File: config.mk
export PLATFORM = sky130hd
export DESIGN_NAME = instr_packer_flat
export DESIGN_NICKNAME = d
export VERILOG_FILES = /design/src/rtl/instr_packer_if.sv /design/src/rtl/instr_packer.sv /design/src/flat_wrapper.sv
export SDC_FILE = /design/constraint.sdc
export NUM_CORES = 1
export LEC_CHECK = 0
export ABC_CLOCK_PERIOD_IN_PS = 4200
export BUFFER_PORTS_ARGS = -buffer_cell sky130_fd_sc_hd__buf_2
export CELL_PAD_IN_SITES_DETAIL_PLACEMENT = 0
export CELL_PAD_IN_SITES_GLOBAL_PLACEMENT = 1
export CORE_ASPECT_RATIO = 0.7
export CORE_MARGIN = 3
export CORE_UTILIZATION = 46
export DETAILED_ROUTE_END_ITERATION = 6
export PLACE_DENSITY_LB_ADDON = 0.1
export SETUP_SLACK_MARGIN = 0.3
export SYNTH_ARGS = -nofsm -noshare
export SYNTH_HDL_FRONTEND = slang
export SYNTH_SLANG_ARGS = --single-unit
File: constraint.sdc
create_clock -name clk -period 4.2 [get_ports clk]
set_input_delay 0.42 -clock clk [delete_from_list [all_inputs] [get_ports clk]]
set_output_delay 0.42 -clock clk [all_outputs]
set_load 0.03 [all_outputs]
File: src/rtl/instr_packer_if.sv
// -----------------------------------------------------------------------------
// instr_packer_if
//   Bundles the field-input handshake and the packed-word output handshake of
//   instr_packer.
//
//   Input side : in_valid/in_ready plus immsrc, imm, opcode, funct3, rd, rs1, rs2
//   Output side: out_valid/out_ready plus out_instr, out_addr, out_err
//   Status     : err_seen (sticky error flag since reset)
//
//   slave  - the packer itself
//   master - whoever feeds fields and consumes packed words (loader / bench)
// -----------------------------------------------------------------------------
interface instr_packer_if #(
    parameter int WIDTH = 32
);
    logic             in_valid;
    logic             in_ready;
    logic [1:0]       immsrc;
    logic [WIDTH-1:0] imm;
    logic [6:0]       opcode;
    logic [2:0]       funct3;
    logic [4:0]       rd;
    logic [4:0]       rs1;
    logic [4:0]       rs2;

    logic             out_valid;
    logic             out_ready;
    logic [WIDTH-1:0] out_instr;
    logic [WIDTH-1:0] out_addr;
    logic             out_err;

    logic             err_seen;

    modport slave (
        input  in_valid, immsrc, imm, opcode, funct3, rd, rs1, rs2, out_ready,
        output in_ready, out_valid, out_instr, out_addr, out_err, err_seen
    );

    modport master (
        output in_valid, immsrc, imm, opcode, funct3, rd, rs1, rs2, out_ready,
        input  in_ready, out_valid, out_instr, out_addr, out_err, err_seen
    );
endinterface

File: src/rtl/instr_packer.sv
// -----------------------------------------------------------------------------
// instr_packer
//   Immediate encoder and RV32I instruction word packer for the program-loading
//   path. Range-checks a 32-bit signed immediate, scatters it into the I, S or
//   B format selected by immsrc, and queues {word, byte address, error} in a
//   2-entry in-order FIFO. Error entries carry a NOP word but still consume an
//   address slot so the program layout is preserved.
//
//   Ports:
//     clk  - clock, all state updates on the rising edge
//     rst  - synchronous active-high reset
//     bus  - instr_packer_if.slave (field input, packed-word output, err_seen)
//
//   FIFO organisation: head_q is the presented entry and drives the outputs
//   directly (so they hold their last value when empty), tail_q is the second
//   slot. in_ready and out_valid come straight from count_q.
// -----------------------------------------------------------------------------
module instr_packer #(
    parameter int               WIDTH     = 32,
    parameter logic [WIDTH-1:0] BASE_ADDR = '0
) (
    input  logic          clk,
    input  logic          rst,
    instr_packer_if.slave bus
);
    localparam logic [WIDTH-1:0] NOP_WORD = WIDTH'(32'h0000_0013);

    typedef enum logic [1:0] {
        FMT_I   = 2'b00,
        FMT_S   = 2'b01,
        FMT_B   = 2'b10,
        FMT_RSV = 2'b11
    } fmt_e;

    typedef struct packed {
        logic [WIDTH-1:0] instr;
        logic [WIDTH-1:0] addr;
        logic             err;
    } entry_t;

    logic [1:0]       count_q;
    entry_t           head_q;
    entry_t           tail_q;
    logic [WIDTH-1:0] addr_q;
    logic             err_seen_q;

    logic             in_ready;
    logic             push;
    logic             pop;
    logic             fits_12;
    logic             fits_13;
    logic [WIDTH-1:0] enc_word;
    logic             enc_err;
    entry_t           new_entry;

    // ---------------------------------------------------------------- encoder
    // Sign bits above the field must all match the field's top bit.
    assign fits_12 = (&bus.imm[WIDTH-1:11]) | ~(|bus.imm[WIDTH-1:11]);
    assign fits_13 = (&bus.imm[WIDTH-1:12]) | ~(|bus.imm[WIDTH-1:12]);

    always_comb begin
        // NOTE: every signal written here gets a default first, so no path
        // through the case can leave it unassigned and infer a latch.
        enc_word = NOP_WORD;
        enc_err  = 1'b1;
        case (fmt_e'(bus.immsrc))
            FMT_I: begin
                if (fits_12) begin
                    enc_word = {bus.imm[11:0], bus.rs1, bus.funct3, bus.rd, bus.opcode};
                    enc_err  = 1'b0;
                end
            end
            FMT_S: begin
                if (fits_12) begin
                    enc_word = {bus.imm[11:5], bus.rs2, bus.rs1, bus.funct3,
                                bus.imm[4:0], bus.opcode};
                    enc_err  = 1'b0;
                end
            end
            FMT_B: begin
                // Branch offsets are halfword aligned; bit 0 is not encoded.
                if (fits_13 && !bus.imm[0]) begin
                    enc_word = {bus.imm[12], bus.imm[10:5], bus.rs2, bus.rs1, bus.funct3,
                                bus.imm[4:1], bus.imm[11], bus.opcode};
                    enc_err  = 1'b0;
                end
            end
            default: ;  // reserved format keeps the NOP/error defaults
        endcase
    end

    assign new_entry = '{instr: enc_word, addr: addr_q, err: enc_err};

    // -------------------------------------------------------------- handshake
    // in_ready depends only on count_q: a pop while full frees the slot for
    // the next cycle, never the current one.
    assign in_ready = (count_q != 2'd2);
    assign push     = bus.in_valid & in_ready;
    assign pop      = (count_q != 2'd0) & bus.out_ready;

    // ------------------------------------------------------- control + head
    always_ff @(posedge clk) begin
        // NOTE: sequential state uses non-blocking assignments so every
        // register samples pre-edge values regardless of statement order.
        if (rst) begin
            count_q    <= 2'd0;
            head_q     <= '{instr: '0, addr: BASE_ADDR, err: 1'b0};
            addr_q     <= BASE_ADDR;
            err_seen_q <= 1'b0;
        end else begin
            if (push) begin
                addr_q <= addr_q + WIDTH'(4);  // wraps modulo 2^WIDTH
                if (enc_err) begin
                    err_seen_q <= 1'b1;
                end
            end

            case ({push, pop})
                2'b10: begin
                    if (count_q == 2'd0) begin
                        head_q <= new_entry;
                    end
                    count_q <= count_q + 2'd1;
                end
                2'b01: begin
                    if (count_q == 2'd2) begin
                        head_q <= tail_q;
                    end
                    count_q <= count_q - 2'd1;
                end
                // Push and pop together only happen with exactly one entry:
                // the new entry replaces the head and the count is unchanged.
                2'b11: head_q <= new_entry;
                default: ;
            endcase
        end
    end

    // ------------------------------------------------------------ tail slot
    // NOTE: tail_q is a data slot, not control; count_q says whether it holds
    // anything, so it is deliberately left out of reset.
    always_ff @(posedge clk) begin
        if (!rst && push && !pop && count_q == 2'd1) begin
            tail_q <= new_entry;
        end
    end

    // -------------------------------------------------------------- outputs
    assign bus.in_ready  = in_ready;
    assign bus.out_valid = (count_q != 2'd0);
    assign bus.out_instr = head_q.instr;
    assign bus.out_addr  = head_q.addr;
    assign bus.out_err   = head_q.err;
    assign bus.err_seen  = err_seen_q;
endmodule

File: src/flat_wrapper.sv
// flat-port wrapper written by rule: the top's interface ports become plain ports
module instr_packer_flat 
#(
    parameter int               WIDTH     = 32,
    parameter logic [WIDTH-1:0] BASE_ADDR = '0
)
  (clk, rst, bus_in_valid, bus_immsrc, bus_imm, bus_opcode, bus_funct3, bus_rd, bus_rs1, bus_rs2, bus_out_ready, bus_in_ready, bus_out_valid, bus_out_instr, bus_out_addr, bus_out_err, bus_err_seen);
  instr_packer_if #(.WIDTH(WIDTH)) bus_i ();
  input  logic clk;
  input  logic rst;
  input wire logic [$bits(bus_i.in_valid)-1:0] bus_in_valid;
  input wire logic [$bits(bus_i.immsrc)-1:0] bus_immsrc;
  input wire logic [$bits(bus_i.imm)-1:0] bus_imm;
  input wire logic [$bits(bus_i.opcode)-1:0] bus_opcode;
  input wire logic [$bits(bus_i.funct3)-1:0] bus_funct3;
  input wire logic [$bits(bus_i.rd)-1:0] bus_rd;
  input wire logic [$bits(bus_i.rs1)-1:0] bus_rs1;
  input wire logic [$bits(bus_i.rs2)-1:0] bus_rs2;
  input wire logic [$bits(bus_i.out_ready)-1:0] bus_out_ready;
  output wire logic [$bits(bus_i.in_ready)-1:0] bus_in_ready;
  output wire logic [$bits(bus_i.out_valid)-1:0] bus_out_valid;
  output wire logic [$bits(bus_i.out_instr)-1:0] bus_out_instr;
  output wire logic [$bits(bus_i.out_addr)-1:0] bus_out_addr;
  output wire logic [$bits(bus_i.out_err)-1:0] bus_out_err;
  output wire logic [$bits(bus_i.err_seen)-1:0] bus_err_seen;
  assign bus_i.in_valid = bus_in_valid;
  assign bus_i.immsrc = bus_immsrc;
  assign bus_i.imm = bus_imm;
  assign bus_i.opcode = bus_opcode;
  assign bus_i.funct3 = bus_funct3;
  assign bus_i.rd = bus_rd;
  assign bus_i.rs1 = bus_rs1;
  assign bus_i.rs2 = bus_rs2;
  assign bus_i.out_ready = bus_out_ready;
  assign bus_in_ready = bus_i.in_ready;
  assign bus_out_valid = bus_i.out_valid;
  assign bus_out_instr = bus_i.out_instr;
  assign bus_out_addr = bus_i.out_addr;
  assign bus_out_err = bus_i.out_err;
  assign bus_err_seen = bus_i.err_seen;
  instr_packer #(.WIDTH(WIDTH), .BASE_ADDR(BASE_ADDR)) u_core (.clk(clk), .rst(rst), .bus(bus_i));
endmodule
Word level (Yosys, flattened, before mapping)
Index checks and enable logic that the tools add are counted. W data, S select, Z words.

Flip-flop bits (word level): 165. Bits of input ports: 63. Output and inout port bits: 68. Word-level logic and storage cells: 58.

Add/subtract/negate cells: 3. Equality and inequality tests: 10. Mux-type cells: 11. Bitwise logic cells: 6. Reductions and logical operators: 19.

Operators with widths (count): $pmux W65 S3 (1); $mux W65 (2); $mux W32 (3); $pmux W32 S3 (1); $add A32 B3 Y32 const B (1); $reduce_and A21 Y1 (1); $reduce_or A21 Y1 (1); $reduce_and A20 Y1 (1); $reduce_or A20 Y1 (1); $eq A2 B2 Y1 const B (4); $eq A2 B1 Y1 const B (3); $logic_and A1 B1 Y1 (4); $logic_not A2 Y1 (2); $ne A2 B1 Y1 const B (2); $pmux W2 S2 (1); $reduce_bool A2 Y1 (2); $logic_not A1 Y1 (3); $reduce_and A3 Y1 (1); $reduce_bool A3 Y1 (1); $add A2 B1 Y2 const B (1); $and A1 B1 Y1 (2); $mux W1 (2); $ne A2 B2 Y1 const B (1); $not A1 Y1 (2); 5 further kinds (6).

Longest topological paths before layout
Gate-level depths: netlist of the first run.

Depth in word-level cells: 8. Gate-level depth with buffers: 14.

Least setup slack after synthesis of the first run
OpenSTA, ideal clock, no wires.

Path kind: register to register. Start: register u_core.count_q[0]. End: register u_core.tail_q[0] (netlist name), enable pin. Arrival: 2585 ps. Data required time: 3774 ps. Path slack: 1189 ps. Stages on the path, launching flop included: 7. Period minus slack after synthesis: 3011 ps. Cell sequence: dfxtp_1 > inv_1 > ha_1 > inv_2 > nand2_1 > inv_2 > and4_1.

Longest elaborated chain between the ends: 5.

RTL lines: from (decl) (RTL line instr_packer.sv:41) `logic [1:0] count_q;`; from (signal assigned) (RTL line instr_packer.sv:123) `count_q <= count_q + 2'd1;`; from (signal assigned) (RTL line instr_packer.sv:129) `count_q <= count_q - 2'd1;`; $ne A2 B2 Y1 (RTL line instr_packer.sv:97) `assign in_ready = (count_q != 2'd2);`; via bus_in_ready (RTL line flat_wrapper.sv:20) `output wire logic [$bits(bus_i.in_ready)-1:0] bus_in_ready;`; $and A1 B1 Y1 (RTL line instr_packer.sv:98) `assign push = bus.in_valid & in_ready;`; via u_core.push (RTL line instr_packer.sv:48) `logic push;`; $logic_and A1 B1 Y1 (3 in a row) (RTL line instr_packer.sv:143) `if (!rst && push && !pop && count_q == 2'd1) begin`; to (signal assigned) (RTL line instr_packer.sv:144) `tail_q <= new_entry;`; to (decl) (RTL line instr_packer.sv:43) `entry_t tail_q;`.

The timed path passes the listed nets, and every way through them passes these cells. A chain may end at the register's enable or synchronous reset.

Final worst setup path of the first run
Start: register u_core.count_q[0]. End: register u_core.head_q (netlist bit u_core.bus.out_addr[9]).

Longest elaborated chain between the ends: 5.

RTL lines: $ne A2 B2 Y1 (*) (RTL line instr_packer.sv:97); $and A1 B1 Y1 (*) (RTL line instr_packer.sv:98); via u_core.push (RTL line instr_packer.sv:48); $eq A2 B1 Y1 or $eq A2 B2 Y1 (tied branches) (RTL line instr_packer.sv:118) `case ({push, pop})`; $ne A2 B1 Y1 (no line) or $reduce_bool A3 Y1 (tied branches); $reduce_and A3 Y1 (no line); to (signal assigned) (RTL line instr_packer.sv:107) `head_q <= '{instr: '0, addr: BASE_ADDR, err: 1'b0};`; to (signal assigned) (RTL line instr_packer.sv:121) `head_q <= new_entry;`; to (signal assigned) (RTL line instr_packer.sv:127) `head_q <= tail_q;`; to (decl) (RTL line instr_packer.sv:42) `entry_t head_q;`.

The timed path passes the listed nets; every way through them passes the cells marked *.

==> reports/qor.yml, run 1 <==
cts_tree: "yes"
drc: 0
worstMarginPinSlew_ps: 1060
critPathRequiredTime_ps: 4520
grt_overflow_total: 0
finalPower_w: 0.005441
nFillCells: 1346
end_kind: "register"
critPathKind: "reg2reg"
post-route-period-util: 0.7631
reg2reg_depth: 11
diodes: 0
die_x_um: 155.9
clkSinkCount: 159
antenna_found_initial: 0
cp_max_fo: 47
rows: 37
gp_congestion: 0.8220
drv_cap: 0
cts_root_buf: "clkbuf_16"
timing.final.max_slew_violations: 0
hp-class: "in2reg"
syn_area_mm2: 0.007239
skew_ps: 7.687
synth_xor_area_frac: 0.03025
numCtsBuffers: 17
port_buffers: 128
ioPinCount: 131
dr.first_iter.drc_count: 410
synth_async_sr_flop_share: 0
yosys.area_share.simple: 0.1735
worstPathArrival_ps: 3520
muxShareOfSynthArea: 0.04442
synth_edf_count: 63
synth_warnings: 0
ys_ff_latch: 159
max_freq_mhz: 312.0
hpwl_mm: 11.94
cts-resized-gates: 0
finalSetupTns_ps: 0
die_h_um: 111.0
synth_top_area_share: 0.2655
synth_fa_ha_area_frac: 0.01210
drive_gt1_frac: 0.2240
grt_pass1_wl_mm: 29.14
die-area_mm2: 0.01730
hold_violations: 0
grt_start_max_net_pins: 69
wl_per_cell_um: 17.57
critPathLaunchType: "register"
wl_met1_mm: 8.876
p_leak_nw: 3.395
clock_latency_ps: 420
synth_top_family_by_area: "simple AND/OR/NAND/NOR gates"
min_period_ps: 3205
ctsLongestPathBuffers: 2
whs_endpoint: "u_core.bus.out_instr[3]"
synthDistinctLibCells: 58
nets: 883
slew_headroom: 0.2890
hp-start: "bus_opcode[3]"
rsz0062_at_grt: "no"
drt-pass1-iter-count: 4
wirelength_mm: 17.94
htreeDepth: 4
ctsHoldBuffers: 0
grt_pass1_vias: 5530
avgSynthCellArea_um2: 10.20
postCtsSetupBuffers: 0
power_density_mw_per_mm2: 632.6
top_layer_used: "met4"
syn_inst: 710
track_usage: 0.2089
synth_largest_area_cell: "dfxtp_1"
dr_wl_met3_mm: 1.017
synthTopCellsByCount: "nor2_1, dfxtp_1, edfxtp_1"
r2r_slack_ps: 990
outcome: "complete, no violations"
wl_met2_mm: 7.809
whs_ps: 246.9
synth_compound_area_frac: 0.1666
synthFlopType: "dfxtp_1"
synth_most_common_cell: "nor2_1"
area_growth_pct: 18.80
core_area_mm2: 0.01505
yosysSeqAreaShare: 0.5268
via_per_inst: 5.685
r2r_end: "u_core.bus.out_addr[9]"
min_path_cells: 2
ys_top_cells_by_area: "dfxtp_1, edfxtp_1, a211oi_1, nor2_1, mux2i_1"
peakVddDrop_uv: 345.0
routed-via-count: 5804
clk_pin_slew_ps: 70
initial_utilization: 0.4812
finalSetupViolCount: 0
crit_start: "u_core.count_q[0]"
ant_nets: 0
r2r-start: "u_core.count_q[0]"
worst max-delay path: stages (launching register included):
cell and delay [ps]:
dfxtp_1 330, inv_1 80, ha_1 220, inv_2 50
nand2_1 220, inv_2 120, ha_1 220, nor2b_1 240
nor3_4 730, buf_4 530, nor2_1 80, a211oi_1 240
worst max path at each step:
stage                               end  slack (ps)  depth (start not counted)
3_5_place_dp    u_core.bus.out_addr[10]        1020                         11
5_1_grt         u_core.bus.out_addr[22]         760                         11
3_3_place_gp   u_core.bus.out_instr[31]        1250                         11
4_1_cts         u_core.bus.out_addr[10]         990                         11
6_report         u_core.bus.out_addr[9]         990                         11
2_1_floorplan          u_core.tail_q[0]        1190                          6
area by class of cell:
| type | count | area, um^2 | share of cell area |
|---|---|---|---|
| flip-flops and latches | 159 | 3814 | 0.4434 |
| multi-input cells | 476 | 3112 | 0.3618 |
| repair buffers | 137 | 723.2 | 0.08408 |
| clock buffers | 21 | 471.7 | 0.05484 |
| well taps | 195 | 244.0 | 0.02837 |
| clock inverters | 11 | 153.9 | 0.01789 |
| inverters | 22 | 82.58 | 0.009601 |
sequential cells by signal, indices dropped and copies added, names as in the netlist:
register / flops
u_core.addr_q: 30
u_core.bus.err_seen: 1
u_core.bus.out_addr: 30
u_core.bus.out_err: 1
u_core.bus.out_instr: 32
u_core.count_q: 2
u_core.tail_q: 63
per-stage QoR:
| step | setup slack, ps | instance area (um^2) | std cells | utilization |
|---|---|---|---|---|
| detailed placement | 1025 | 7975 | 989 | 0.5301 |
| global placement | 1245 | 7975 | 989 | 0.5301 |
| global route | 755.9 | 8601 | 1021 | 0.5716 |
| finish | 995.0 | 8601 | 1021 | 0.5716 |
| floorplan | 1189 | 7243 | 711 | - |
| CTS | 992.6 | 8601 | 1021 | 0.5716 |
power breakdown:
| part | internal [W] | total (W) | switching (W) |
|---|---|---|---|
| sequential | 0.00189 | 0.00205 | 0.000157 |
| clock | 0.000993 | 0.00163 | 0.000632 |
| combinational | 0.000544 | 0.00177 | 0.00123 |
logic make-up (layout without fill, tap and decap cells):
group	count (synthesis)	in the layout
buffers and inverters	76	191
adder cells (fa/ha/maj)	7	7
AND/OR/NAND/NOR	252	252
XOR/XNOR	25	25
other	1	2
multiplexers	32	32
AO/OA/AOI/OAI	158	158
flip-flops	159	159
layer usage:
layer,track usage,vias to the layer above
met1,0.3095,2791
li1,-,2816
met3,0.04643,20
met4,0.05235,0
met5,0,-
met2,0.3095,177
cells in the final DEF (no fill, tap or decap), types with 16 or more instances in the layout:
cell type    n
edfxtp_1    63
a41o_1      18
buf_2      127
o21ai_0     18
nor2_1     100
mux2i_1     31
dfxtp_1     96
and2_1      22
nand3_1     16
xnor2_1     20
nand2_1     46
clkbuf_16   18
a211oi_1    53
inv_1       19
(Power assumes the default switching activity.)
==> run 2: changes to the inputs <==
ABC_AREA = 1   (was default)
ABC_CLOCK_PERIOD_IN_PS = 2750   (was 4200)
CORE_UTILIZATION = 37   (was 46)
clock period = 2.75 ns   (was 4.2 ns; I/O delays follow)
==> run 2 against run 1 <==
Core utilization decreased by 11 points. Synthesized area increased by 0.35%. Total power increased by 46%. Die area increased by 24%. Sequential share of layout area decreased by 1.2 points. Synthesized cell count increased by 25%. Flip-flop and latch count unchanged. Worst hold slack got worse by 100 ps. Clock skew increased by 3.0 ps. Register-to-register slack got worse by 260 ps. Global-route usage decreased by 3.3 points. Via count increased by 4.7%. Largest power group unchanged.
==> reports/qor.yml, run 2 <==
outcome: "complete, no violations"
worst_path_most_repeated_cell: "nand3_2"
drt-pass1-iter-count: 5  # +1
initial_utilization: 0.3808  # -0.1003
post-place-ws_ps: 721.9  # -302.6 ps
wirelength_mm: 18.43  # +2.7%
timing.final.max_slew_violations: 0  # unchanged
cp_slowest_cell: "dfxtp_1"
grt_pass1_vias: 5621  # +1.6%
antenna_found_initial: 0  # unchanged
nFillCells: 1920  # +43%
avgSynthCellArea_um2: 8.153  # -20%
worstPathArrival_ps: 2360  # -1160 ps
cp_max_fo: 5  # -89%
synthFlopType: "dfxtp_1"
hp-start: "bus_rs2[1]"
ctsLongestPathBuffers: 2  # unchanged
via_per_inst: 4.735  # -17%
clk_pin_slew_ps: 70  # about the same
track_usage: 0.1760  # -0.03294
cts-resized-gates: 0  # unchanged
power_density_mw_per_mm2: 897.1  # +42%
layout.cells.most_common_list: "nand2_1, nor2_1, buf_2, dfxtp_1"
regArea_mm2: 0.003816  # about the same
synth_most_common_cell: "nand2_1"
grt_pass1_wl_mm: 29.81  # +2.3%
nets: 1076  # +22%
routed-via-count: 6075  # +4.7%
path_delay_family: "simple AND/OR/NAND/NOR gates"
final_core_util: 0.4633  # -0.1084
synth_top_area_share: 0.2646  # -0.0009145
syn_inst: 891  # +25%
end_kind: "register"
diodes: 0  # unchanged
fin_ws_ps: 730.1  # -264.9 ps
reg2reg_depth: 8  # -3
crit_buf_inv: 0  # -4
grt_start_max_net_pins: 69  # unchanged
htreeDepth: 4  # unchanged
peakVddDrop_uv: 609.8  # +77%
path_cells: "ha_1, nand3_2, nor2_4, nand3_2, nor2_1, nand3_1, o21ai_1, nor3b_1"
r2r_end: "u_core.addr_q[30]"
whs_ps: 143.6  # -103.4 ps
clkSinkCount: 159  # unchanged
die_h_um: 123.2  # +11%
yosysSeqAreaShare: 0.5250  # -0.001815
min_period_ps: 2020  # -1185 ps
synthTopCellsByCount: "nand2_1, nor2_1, dfxtp_1"
wl_per_cell_um: 14.37  # -18%
cts_root_buf: "clkbuf_16"
syn_area_mm2: 0.007264  # +0.35%
max_freq_mhz: 495.1  # +59%
numCtsBuffers: 17  # unchanged
mostFrequentLayoutCell: "nand2_1"
port_buffers: 128  # unchanged
die_x_um: 173.5  # +11%
gp_congestion: 0.7999  # -2.7%
hold_violations: 0  # unchanged
ant_nets: 0  # unchanged
synth_largest_area_cell: "dfxtp_1"
cts_tree: "yes"
multi_input_area_mm2: 0.003042  # -2.3%
rows: 42  # +14%
skew_ps: 10.71  # +3.027 ps
synth_async_sr_flop_share: 0  # unchanged
postCtsSetupBuffers: 0  # unchanged
hp-class: "in2reg"
critPathKind: "reg2reg"
clock_latency_ps: 430  # about the same
synthDistinctLibCells: 39  # -33%
ys_top_cells_by_area: "dfxtp_1, edfxtp_1, nand2_1, nor2_1, inv_1"
r2r-start: "u_core.addr_q[2]"
hpwl_mm: 12.23  # +2.4%
drc: 0  # unchanged
ys_ff_latch: 159  # unchanged
finalSetupViolCount: 0  # unchanged
synth_edf_count: 63  # unchanged
drive_gt1_frac: 0.2247  # +0.0007592
critPathLaunchType: "register"
ioPinCount: 131  # unchanged
min_path_cells: 3  # +1
slew_headroom: 0.5075  # +0.2185
p_leak_nw: 3.505  # +3.3%
whs_endpoint: "u_core.tail_q[54]"
drv_cap: 0  # unchanged
critical_path.max_stage_delay_ps: 420  # -310 ps
largest_register_ffs: 63  # unchanged
grt_overflow_total: 0  # unchanged
regMostFlops: "u_core.tail_q"
rsz0062_at_grt: "no"
finalSetupTns_ps: 0  # unchanged
post-route-period-util: 0.7345  # -0.02859
r2r_slack_ps: 730  # -260 ps
dr.first_iter.drc_count: 484  # +18%
worstMarginPinSlew_ps: 738.8  # -321.2 ps
core_area_mm2: 0.01908  # +27%
area_growth_pct: 21.65
critPathRequiredTime_ps: 3090  # -1430 ps
synth_warnings: 0  # unchanged
die-area_mm2: 0.02138  # +24%
ctsHoldBuffers: 0  # unchanged
-- run 2: changes by cell type after synthesis, sizes merged, moves of 38 or more --
cell / delta
nand2: +176
nor2: +40
a21oi: +38
a211oi: -53
inv: +49
o21ai: +47
-- run 2: worst min-delay path: stages --
cell	delay (ps)
buf_2	80
nand2_1	60
nand2_1	50
-- run 2: cells by family (layout without fill, tap and decap cells) --
group	Yosys count	count (layout)	synth area share
and+or+nand+nor	445	445	0.2630
other	1	2	0.0005162
xor gates and xnor gates	12	12	0.01447
adders and majority gates	7	7	0.01206
DFF	159	159	0.5250
buffers and inverters	117	244	0.06545
AOI/OAI and AO/OA	150	150	0.1195
-- run 2: layout make-up --
class / instances / share of cell area
inverter: 72 / 0.03186
tap: 264 / 0.03738
clock inverter: 14 / 0.01812
multi-input combinational: 616 / 0.3442
timing repair buffer: 140 / 0.08693
clock buffer: 18 / 0.04970
sequential: 159 / 0.4318
-- run 2: how the worst max path moves through the flow --
stage	depth (start not counted)	slack, ps	from	end
floorplan	6	50	u_core.count_q[0]	u_core.tail_q[0]
global placement	13	740	bus_imm[12]	u_core.bus.out_instr[28]
detailed placement	13	720	bus_imm[12]	u_core.bus.out_instr[12]
CTS	12	740	u_core.count_q[0]	u_core.bus.out_instr[6]
global route	11	500	u_core.count_q[0]	u_core.bus.out_instr[31]
finish	8	730	u_core.addr_q[2]	u_core.addr_q[30]
-- run 2: through the flow --
stage / area, um^2 / cells / total power [W]
after floorplan: 7341 / 892 / 0.004835
after global placement: 8238 / 1251 / 0.005600
after detailed placement: 8238 / 1251 / 0.005602
after CTS: 8837 / 1283 / 0.008029
after global routing: 8837 / 1283 / 0.008417
final: 8837 / 1283 / 0.007928
-- run 2: metal layers --
layer  wire length (um)  GRT usage  share of wire
met5                  0          0              0
met4                110    0.04909         0.0060
met3                918    0.04389          0.050
met1               9731     0.2597           0.53
met2               7672     0.2557           0.42
-- run 2: power by group --
part | internal, W | switching (W)
sequential | 0.00285 | 0.000181
combinational | 0.000729 | 0.00177
clock | 0.00138 | 0.00102
total | 0.00495 | 0.00298
